===== config.mk =====
export PLATFORM = sky130hd
export DESIGN_NAME = pdm_sample_scheduler
export DESIGN_NICKNAME = d
export VERILOG_FILES = /design/src/rtl/pdm_sample_scheduler.sv
export SDC_FILE = /design/constraint.sdc
export NUM_CORES = 1
export LEC_CHECK = 0
export ABC_CLOCK_PERIOD_IN_PS = 5000
export CORE_ASPECT_RATIO = 1.4
export CORE_UTILIZATION = 60
export CTS_CLUSTER_DIAMETER = 200
export DETAILED_ROUTE_END_ITERATION = 8
export HOLD_SLACK_MARGIN = 0.08
export MAX_ROUTING_LAYER = met4
export PLACE_DENSITY_LB_ADDON = 0.3
export SLEW_MARGIN = 10
export SYNTH_ARGS = -nofsm -noshare
export SYNTH_HDL_FRONTEND = slang
export SYNTH_SLANG_ARGS = --single-unit

===== constraint.sdc =====
create_clock -name clk -period 5 [get_ports clk]
set_input_delay 1 -clock clk [delete_from_list [all_inputs] [get_ports clk]]
set_output_delay 1 -clock clk [all_outputs]
set_load 0.05 [all_outputs]

===== src/rtl/pdm_sample_scheduler.sv =====
// Sample scheduler feeding a delta-sigma modulator: buffers PCM words in a small
// FIFO, primes it, then releases one word every OSR clocks and flags missed slots.
module pdm_sample_scheduler #(
    parameter int unsigned OSR   = 8,
    parameter int unsigned DEPTH = 4,
    parameter int unsigned PRIME = 2
) (
    input  logic                     clk,
    input  logic                     rst,
    input  logic                     enable,
    input  logic                     byte_swap,
    input  logic                     s_valid,
    output logic                     s_ready,
    input  logic [15:0]              s_data,
    output logic [15:0]              mod_data,
    output logic                     mod_load,
    output logic                     running,
    output logic                     underrun,
    output logic [7:0]               underrun_cnt,
    output logic [$clog2(DEPTH):0]   level
);

    localparam int unsigned AW = $clog2(DEPTH);
    localparam int unsigned LW = AW + 1;
    localparam int unsigned PW = $clog2(OSR);

    typedef enum logic [1:0] {
        ST_IDLE  = 2'd0,
        ST_PRIME = 2'd1,
        ST_RUN   = 2'd2
    } state_t;

    state_t          state_q;
    state_t          state_d;
    logic [15:0]     mem [DEPTH];
    logic [AW-1:0]   wr_ptr;
    logic [AW-1:0]   rd_ptr;
    logic [PW-1:0]   phase;
    logic [15:0]     wdata;
    logic            full;
    logic            push;
    logic            slot;
    logic            pop;
    logic            miss;
    logic            flush;
    logic            clear_cnt;

    // Handshake and slot strobes derive only from registered state, never from s_valid/s_data paths to outputs
    assign full      = (level == LW'(DEPTH));
    assign s_ready   = (state_q != ST_IDLE) && !full;
    assign running   = (state_q == ST_RUN);
    assign push      = s_valid && s_ready && enable;
    assign slot      = (state_q == ST_RUN) && enable && (phase == PW'(OSR - 1));
    assign pop       = slot && (level != '0);
    assign miss      = slot && (level == '0);
    assign flush     = !enable;
    assign clear_cnt = (state_q == ST_IDLE) && enable;
    assign wdata     = byte_swap ? {s_data[7:0], s_data[15:8]} : s_data;

    always_ff @(posedge clk or posedge rst) begin
        if (rst) begin
            state_q <= ST_IDLE;
        end else begin
            state_q <= state_d;
        end
    end

    always_comb begin
        state_d = state_q;
        if (!enable) begin
            state_d = ST_IDLE;
        end else begin
            case (state_q)
                ST_IDLE:  state_d = ST_PRIME;
                ST_PRIME: if (level >= LW'(PRIME)) state_d = ST_RUN;
                ST_RUN:   state_d = ST_RUN;
                default:  state_d = ST_IDLE;
            endcase
        end
    end

    // Sample storage; contents are don't-care outside the occupied window
    always_ff @(posedge clk) begin
        if (push) begin
            mem[wr_ptr] <= wdata;
        end
    end

    always_ff @(posedge clk or posedge rst) begin
        if (rst) begin
            wr_ptr       <= '0;
            rd_ptr       <= '0;
            level        <= '0;
            phase        <= '0;
            mod_data     <= 16'h0000;
            mod_load     <= 1'b0;
            underrun     <= 1'b0;
            underrun_cnt <= 8'd0;
        end else begin
            mod_load <= pop;
            underrun <= miss;
            if (flush) begin
                wr_ptr   <= '0;
                rd_ptr   <= '0;
                level    <= '0;
                phase    <= '0;
                mod_data <= 16'h0000;
            end else begin
                if (push) begin
                    wr_ptr <= wr_ptr + AW'(1);
                end
                if (pop) begin
                    rd_ptr   <= rd_ptr + AW'(1);
                    mod_data <= mem[rd_ptr];
                end
                if (push && !pop) begin
                    level <= level + LW'(1);
                end else if (pop && !push) begin
                    level <= level - LW'(1);
                end
                // Phase only advances in RUN so the first slot lands OSR clocks after entry
                if (state_q == ST_RUN) begin
                    phase <= (phase == PW'(OSR - 1)) ? '0 : phase + PW'(1);
                end else begin
                    phase <= '0;
                end
            end
            if (clear_cnt) begin
                underrun_cnt <= 8'd0;
            end else if (miss && (underrun_cnt != 8'hFF)) begin
                underrun_cnt <= underrun_cnt + 8'd1;
            end
        end
    end

endmodule


Yosys cells after proc, flatten, opt, wreduce, memory -nomap -nowiden
Memory sizes are Yosys's and may differ from the RTL's.
Index checks and enable logic that the tools add are counted.
Storage, ports and cells
  memories: 1
  output and inout port bits: 31
  word-level logic and storage cells: 65
  register bits: 38
  bits of input ports: 21
  memory bits (writable): 64
Operators by class
  order comparisons: 1
  reductions and logical operators: 19
  add/sub/neg operators: 6
  multiplexer cells: 20
  equal/unequal tests: 9
Memories
  mem: words 4, width 16, rd ports 1, clocked after Yosys merged registers in 0, write ports 1, line 35  | logic [15:0] mem [DEPTH];
Operators by type and width (count)
  2-to-1 mux 16 bit: 3
  2-to-1 mux 3 bit: 6
  2-to-1 mux 8 bit: 2
  2-to-1 mux 2 bit: 6
  logical AND 1 bit: 11
  adder 8 x 1 -> 8 bit (second input constant): 1
  != test 8 bit (second input constant): 1
  adder 3 x 1 -> 3 bit (second input constant): 2
  == test 3 bit (second input constant): 2
  case mux 2 bit (3 select lines): 1
  adder 2 x 1 -> 2 bit (second input constant): 2
  != test 2 x 1 -> 1 bit (second input constant): 2
  nonzero test 2 bit: 2
  greater-or-equal comparator 3 x 2 -> 1 bit (second input constant): 1
  logical NOT 1 bit: 3
  logical NOT 3 bit: 1
  != test 3 x 1 -> 1 bit (second input constant): 1
  != test 3 bit (second input constant): 1
  nonzero test 3 bit: 1
  subtractor 3 x 1 -> 3 bit (second input constant): 1
  == test 2 x 1 -> 1 bit (second input constant): 1
  == test 2 bit (second input constant): 1
  logical NOT 2 bit: 1
  2-to-1 mux 1 bit: 2

Longest topological paths before layout
Gate-level depths: netlist of the first run.
  word-level depth: 10
  mapped depth: 11
  depth with buffers taken out: 10

Worst setup path before layout of the first run
OpenSTA, ideal clock, no wires.
  path kind: register -> register
  start point: reg state_q[0]
  end point: reg level[2]
  setup time: 79 ps
  stages on the path, launching flop included: 12
  arrival time: 2907 ps
  period minus slack after synthesis: 2986 ps
  path buffers: 1
  slack: 2014 ps
  data required time: 4921 ps
  cells stage by stage: dfrtp_1 inv_1 ha_1 nand3_1 nor2_1 clkbuf_1 nor2_1 fa_1 nor2_1 nand2_1 o32ai_1 mux2i_1
On the way
  cells in the longest elaborated chain, start to end: 8
  elaborated cells between the ends (all ways): 15
  those cells by class: eq/ne (2); mux (2); reduce/logical (11)
Ends and longest elaborated chain
  from (decl): line 33  | state_t state_q;
  from (signal assigned): line 64  | state_q <= state_d;
  == test 2 bit *
  net running: line 17  | output logic running,
  logical AND 1 bit * (2 in a row): line 53  | assign slot = (state_q == ST_RUN) && enable && (phase == PW'(OSR - 1));
  logical AND 1 bit *: line 54  | assign pop = slot && (level != '0);
  net pop: line 43  | logic pop;
  logical NOT 1 bit: line 116  | if (push && !pop) begin
  logical AND 1 bit: line 116
  2-to-1 mux 3 bit: line 116
  2-to-1 mux 3 bit: line 102  | if (flush) begin
  to (signal assigned): line 117  | level <= level + LW'(1);
  to (signal assigned): line 119  | level <= level - LW'(1);
  to (decl): line 20  | output logic [$clog2(DEPTH):0] level
The timed path passes the listed nets; every way through them passes the cells marked *.
A chain may end at the register's enable or synchronous reset.

Worst setup path after layout of the first run
  start point: reg level[2]
  end point: out s_ready
On the way
  cells in the longest elaborated chain, start to end: 3
Ends and longest elaborated chain
  == test 3 bit: line 49  | assign full = (level == LW'(DEPTH));
  logical NOT 1 bit: line 50  | assign s_ready = (state_q != ST_IDLE) && !full;
  logical AND 1 bit: line 50
  to (decl): line 13  | output logic s_ready,
No other way between the ends.

==> out/results.txt, run 1 <==
status: completed
Setup Skew: 11.1 ps
Nets: 380
critical path's top delay family: buffers and inverters
register bit count reported by yosys: 102
depth of the worst register-to-register path: 10
Pleak: 0.00188 µW
VDD IR max: 0.259 mV
vias in the first global route: 2579
Critical R2R Launch: state_q[0]$_DFFE_PP0P_
Psw: 525 µW
fin. max-slew vios: 0
CTS root buf: clkbuf_8
DRC viols: 0
final hold vios: 0
Critical Path, Cell by Cell: nor3b_1 -> nor2_1 -> clkdlybuf4s50_1
gr busiest metal: met2
hold path depth: 1
Longest Clk Path Bufs: 2
Post-Syn Area: 4390 µm²
Pre-antenna DRT Iters: 4
top cells by area, synth: edfxtp_1, dfrtp_1, mux4_2, mux2_2, nand2_1
Synthesis Warnings: 0
GPL Wtd Cong: 0.811
setup tns final: 0 ps
RSZ-0062 raised after global routing: no
Clock Latency Late Sink: 360 ps
crit start category: register
grt met2 use: 0.399
number of antenna-violating nets in the routed design: 0
IO buf count: 51
crit path launch: level[2]$_DFFE_PP0P_
crit path DAT: 2070 ps
wire per inst: 17.6 µm
Num CTS Buffers: 9
GR met3 Demand/Resource: 0.0523
main flop type after synthesis: edfxtp_1
Avg Cell Area, Syn: 14.7 µm²
largest net degree at the start of global routing: 39
post-synthesis sequential area ratio: 0.655
Net Sw Frac: 0.291
WL final: 7.88 mm
antenna violations before repair: 0
CP max stage cell: clkdlybuf4s50_1
Reg power frac: 0.545
Seq. cell area: 2870 µm²
diode count: 0
number of I/O pins: 52
clock sink count: 102
first-pass GRT wire length: 12.5 mm
Setup violations, final: 0
layout cells sized above 1: 0.153
Crit. path cell count: 3
GRT met1 Usage: 0.272
EDFF count, synth: 64
Worst path max stage delay: 710 ps
H-tree depth: 3
flop2flop setup slack: 2440 ps
Buf/Inv on CP: 1
grt ovf: 0
cell taking the most area after synthesis: edfxtp_1
Starting DRT DRC Count: 128
CTS tree: done
Period minus WS final: 3070 ps
Hold-fix buffers, CTS: 0
Net Count, Synth: 331
Die Area: 7660 µm²
vias per cell: 5.73
Max Cap Viol: 0
fill cell count: 473
relative slew slack: 0.280
reg2reg end: level[2]$_DFFE_PP0P_
Synth cell types: 39
die extent in y: 103 µm
post-DP HPWL: 5.49 mm
Clock transition at path regs: 100 ps
combinational power share: 0.181
Syn Inst Count: 299
CP max FO: 7
Min-Delay Path Class: reg2reg
Final Core Density: 0.734
row cnt: 36
type of the worst setup path: reg2out
FFs w/ async S/R, synth: 0.373
via count: 2569
area growth from synthesis to layout: 17.6%
Cell Int Power: 1280 µW
Hold Path Sink: phase[0]$_DFF_PP0_
post-synth top area share: 0.438
Initial Utilization: 0.624
ratio of final minimum period to clock period: 0.613
PwrDens: 350 nW/µm²
area of the multi-input gates: 1410 µm²
postcts setup bufs: 0
endpoint type of the worst setup path: output pin
FMAX: 0.326 GHz
gr usage total: 0.235
CP required: 4000 ps
Clock Power Share: 0.274
Die Wd: 74.3 µm
pin slew with the least headroom to its limit: 1080 ps
most frequent cells after synthesis: edfxtp_1, nand2_1, dfrtp_1
Core Box Area: 7030 µm²
hold path startpoint: phase[0]$_DFF_PP0_
# resized after CTS: 0
most frequent cell after synthesis: edfxtp_1
## power groups by stage
stage	combinational [µW]	sequential, µW	clock (µW)
finish	326	984	494
floorplan	204	1020	0
global placement	320	998	0
global route	353	988	536
CTS	330	983	500
detailed placement	328	1000	0
## logic make-up after synthesis
kind of cell | Yosys count | share of synthesized area
flops | 102 | 0.655
simple gates | 87 | 0.100
mux | 38 | 0.137
compound gates | 29 | 0.0374
buf+inv | 25 | 0.0237
fa+ha+maj | 11 | 0.0331
xor+xnor | 7 | 0.0140
## per-stage QoR
stage               power, µW  setup WS, ps  std cells  area (µm²)  hold slack (ps)
finish                   1800          1930        448        5160              451
detailed placement       1330          1620        432        4970              437
CTS                      1810          1910        448        5160              450
global placement         1320          1680        432        4970              431
global route             1880          1820        448        5160              477
floorplan                1220          2010        299        4390              414
## sequential cells by signal, summed over array words and instances, names as in the netlist
register,flops
phase,3
mem,64
underrun_cnt,8
state_q,2
level,3
mod_data,16
mod_load,1
underrun,1
rd_ptr,2
wr_ptr,2
## metal layers
metal | vias up | wire length, µm
met3 | 12 | 298
met4 | 0 | 123
met2 | 74 | 4410
li1 | 1193 | -
met5 | - | 0
met1 | 1290 | 3050
## worst max-delay path by stage
stage / end / slack (ps)
2_1_floorplan: level[2]$_DFFE_PP0P_ / 2010
3_3_place_gp: level[2]$_DFFE_PP0P_ / 1680
3_5_place_dp: level[2]$_DFFE_PP0P_ / 1620
4_1_cts: s_ready / 1910
5_1_grt: s_ready / 1820
6_report: s_ready / 1930
## worst register-to-register path, cell delays in order (launching register included)
cell     delay, ps
dfrtp_1        380
inv_1           70
ha_1           280
nor3b_2        560
nand2_1        110
nor2_1         130
fa_1           200
nand2_1         50
or3_1          310
o32ai_1        180
mux2i_1        220
## placed cells by master (no fill, tap or decap), drive strengths merged, types with 3 or more instances in the layout
cell type / count
mux4: 16
clkdlybuf4s50: 51
a21oi: 5
xnor2: 6
or3: 4
ha: 10
clkinv: 3
o21ai: 18
mux2: 16
and2: 4
dfrtp: 38
mux2i: 6
or4: 3
and3: 7
edfxtp: 64
nand2: 43
nor2: 7
clkbuf: 9
inv: 13
nor2b: 4
nor3b: 4
buf: 3
## final cells by class
type	instances	share of cell area
Clock inverter	7	0.0121
Multi-Input combinational cell	172	0.274
Sequential cell	102	0.557
Timing Repair Buffer	54	0.103
Inverter	9	0.00655
Clock buffer	9	0.0240
Tap cell	95	0.0230
No activity file was read; power rests on OpenSTA's default activity.
==> run 2: changes to the inputs <==
--- a/config.mk
+++ b/config.mk
@@ -5,9 +5,9 @@
 export SDC_FILE = /design/constraint.sdc
 export NUM_CORES = 1
 export LEC_CHECK = 0
-export ABC_CLOCK_PERIOD_IN_PS = 5000
+export ABC_CLOCK_PERIOD_IN_PS = 2550
 export CORE_ASPECT_RATIO = 1.4
-export CORE_UTILIZATION = 60
+export CORE_UTILIZATION = 50
 export CTS_CLUSTER_DIAMETER = 200
 export DETAILED_ROUTE_END_ITERATION = 8
 export HOLD_SLACK_MARGIN = 0.08
==> constraint.sdc (replaced) <==
create_clock -name clk -period 2.55 [get_ports clk]
set_input_delay 0.51 -clock clk [delete_from_list [all_inputs] [get_ports clk]]
set_output_delay 0.51 -clock clk [all_outputs]
set_load 0.05 [all_outputs]
==> run 2 against run 1 <==
Register-to-register slack worse by 2100 ps. Critical endpoint is now running. Count of clock-buffer cells in the layout up 5. Clock power up 140%. Largest power group unchanged. Final area up 3.7%. Sequential power up 96%. Via count up 0.66%. Cell count up 4.9%. Worst setup slack worse by 1700 ps.
==> out/results.txt, run 2 (synthesis gave the netlist of run 1 again) <==
status: completed (unchanged)
PwrDens: 711 nW/µm² (was 350 nW/µm²)
row cnt: 40 (was 36)
area growth from synthesis to layout: 21.9% (was 17.6%)
Nets: 392 (was 380)
clock sink count: 102 (unchanged)
layout cells sized above 1: 0.173 (was 0.153)
vias in the first global route: 2567 (was 2579)
CTS root buf: clkbuf_16 (was clkbuf_8)
CP required: 2040 ps (was 4000 ps)
VDD IR max: 0.495 mV (was 0.259 mV)
combinational power share: 0.174 (was 0.181)
IO buf count: 51 (unchanged)
Largest regs: mem: 64 flops, mod_data: 16 flops, underrun_cnt: 8 flops (unchanged)
Starting DRT DRC Count: 104 (was 128)
type of the worst setup path: reg2out (unchanged)
Longest Clk Path Bufs: 2 (unchanged)
WL final: 7.92 mm (was 7.88 mm)
crit path DAT: 1840 ps (was 2070 ps)
Final Cell Area: 5350 µm² (was 5160 µm²)
grt ovf: 0 (unchanged)
Reg power frac: 0.508 (was 0.545)
relative slew slack: 0.648 (was 0.280)
postcts setup bufs: 0 (unchanged)
Die Wd: 81.2 µm (was 74.3 µm)
Biggest register: mem (unchanged)
first-pass GRT wire length: 12.7 mm (was 12.5 mm)
number of I/O pins: 52 (unchanged)
DP Area: 5090 µm² (was 4970 µm²)
vias per cell: 5.50 (was 5.73)
DRC viols: 0 (unchanged)
Die Area: 9160 µm² (was 7660 µm²)
Cell Int Power: 2810 µW (was 1280 µW)
GPL Wtd Cong: 0.844 (was 0.811)
post-DP HPWL: 5.32 mm (was 5.49 mm)
setup tns final: 0 ps (unchanged)
Psw: 991 µW (was 525 µW)
Clock Power Share: 0.318 (was 0.274)
Setup Skew: 3.75 ps (was 11.1 ps)
Largest register FFs: 64 (unchanged)
pin slew with the least headroom to its limit: 515 ps (was 1080 ps)
RSZ-0062 raised after global routing: no (unchanged)
Hold-fix buffers, CTS: 0 (unchanged)
Pleak: 0.00197 µW (was 0.00188 µW)
gr usage total: 0.199 (was 0.235)
CTS tree: done (unchanged)
Setup violations, final: 0 (unchanged)
FMAX: 0.426 GHz
Net Sw Frac: 0.261 (was 0.291)
Num CTS Buffers: 9 (unchanged)
leading cell type in the layout, fill and taps excluded: edfxtp_1 (unchanged)
largest net degree at the start of global routing: 39 (unchanged)
fin. max-slew vios: 0 (unchanged)
Core Box Area: 8560 µm² (was 7030 µm²)
Final Core Density: 0.625 (was 0.734)
crit start category: register (unchanged)
Clock Latency Late Sink: 340 ps (was 360 ps)
most frequent cells in the layout: edfxtp_1, clkdlybuf4s50_1, nand2_1 (unchanged)
die extent in y: 113 µm (was 103 µm)
WHS: 449 ps (was 451 ps)
diode count: 0 (unchanged)
Max Cap Viol: 0 (unchanged)
H-tree depth: 3 (unchanged)
endpoint type of the worst setup path: output pin (unchanged)
Clock transition at path regs: 60 ps (was 100 ps)
Pre-antenna DRT Iters: 4 (unchanged)
Initial Utilization: 0.513 (was 0.624)
final hold vios: 0 (unchanged)
CP max FO: 6 (was 7)
number of antenna-violating nets in the routed design: 0 (unchanged)
wire per inst: 16.8 µm (was 17.6 µm)
ratio of final minimum period to clock period: 0.921
Min-Delay Path Class: reg2reg (unchanged)
fill cell count: 628 (was 473)
via count: 2586 (was 2569)
Period minus WS final: 2350 ps
# resized after CTS: 2 (was 0)
antenna violations before repair: 0 (unchanged)
==> run 2: cell types whose count changed in the layout (fill, tap and decap cells not counted), sizes merged <==
cell	before	now
inv	13	9
clkinv	3	1
dlygate4sd2	0	1
clkdlybuf4s50	51	50
buf	3	15
clkinvlp	0	1
clkbuf	9	14
==> run 2: cell type report <==
cell class,instances,area [µm²],area share
Clock inverter,2,12.5,0.00234
Multi-Input combinational cell,172,1430,0.267
Tap cell,105,131,0.0246
Timing Repair Buffer,66,622,0.116
Clock buffer,14,244,0.0456
Sequential cell,102,2870,0.537
Inverter,9,33.8,0.00632
==> run 2: routing by layer <==
| layer | share of wire | track usage |
|---|---|---|
| met3 | 0.027 | 0.0363 |
| met1 | 0.41 | 0.230 |
| met2 | 0.54 | 0.333 |
| met5 | 0 | - |
| met4 | 0.020 | 0.0929 |
==> run 2: path summary, 6_finish.rpt <==
path	from	to	slack [ps]	depth (start not counted)
min in group asynchronous	rst	underrun$_DFF_PP0_	590	3
max	state_q[0]$_DFFE_PP0P_	running	200	3
max reg2reg	phase[0]$_DFF_PP0_	level[2]$_DFFE_PP0P_	350	10
min	phase[0]$_DFF_PP0_	phase[0]$_DFF_PP0_	450	1
min reg2reg	phase[0]$_DFF_PP0_	phase[0]$_DFF_PP0_	450	1
max in group asynchronous	rst	mod_data[15]$_DFFE_PP0P_	1610	3
==> run 2: worst max-delay path: stages (launching register included) <==
cell and delay (ps):
dfrtp_1 400, inv_1 130, ha_4 180, clkdlybuf4s50_1 800
==> run 2: per-stage QoR <==
step / setup WS, ps / cells / total power (µW)
after floorplan: 55.0 / 299 / 2420
after global placement: 184 / 454 / 2620
after detailed placement: 129 / 454 / 2640
after CTS: 177 / 470 / 3840
after global routing: 146 / 470 / 3980
final: 201 / 470 / 3800
==> run 2: power groups by stage <==
stage	combinational [µW]	clock, µW	sequential, µW
final	662	1210	1930
after global routing	726	1310	1940
after CTS	672	1230	1930
after detailed placement	676	0	1960
after global placement	666	0	1960
after floorplan	412	0	2000
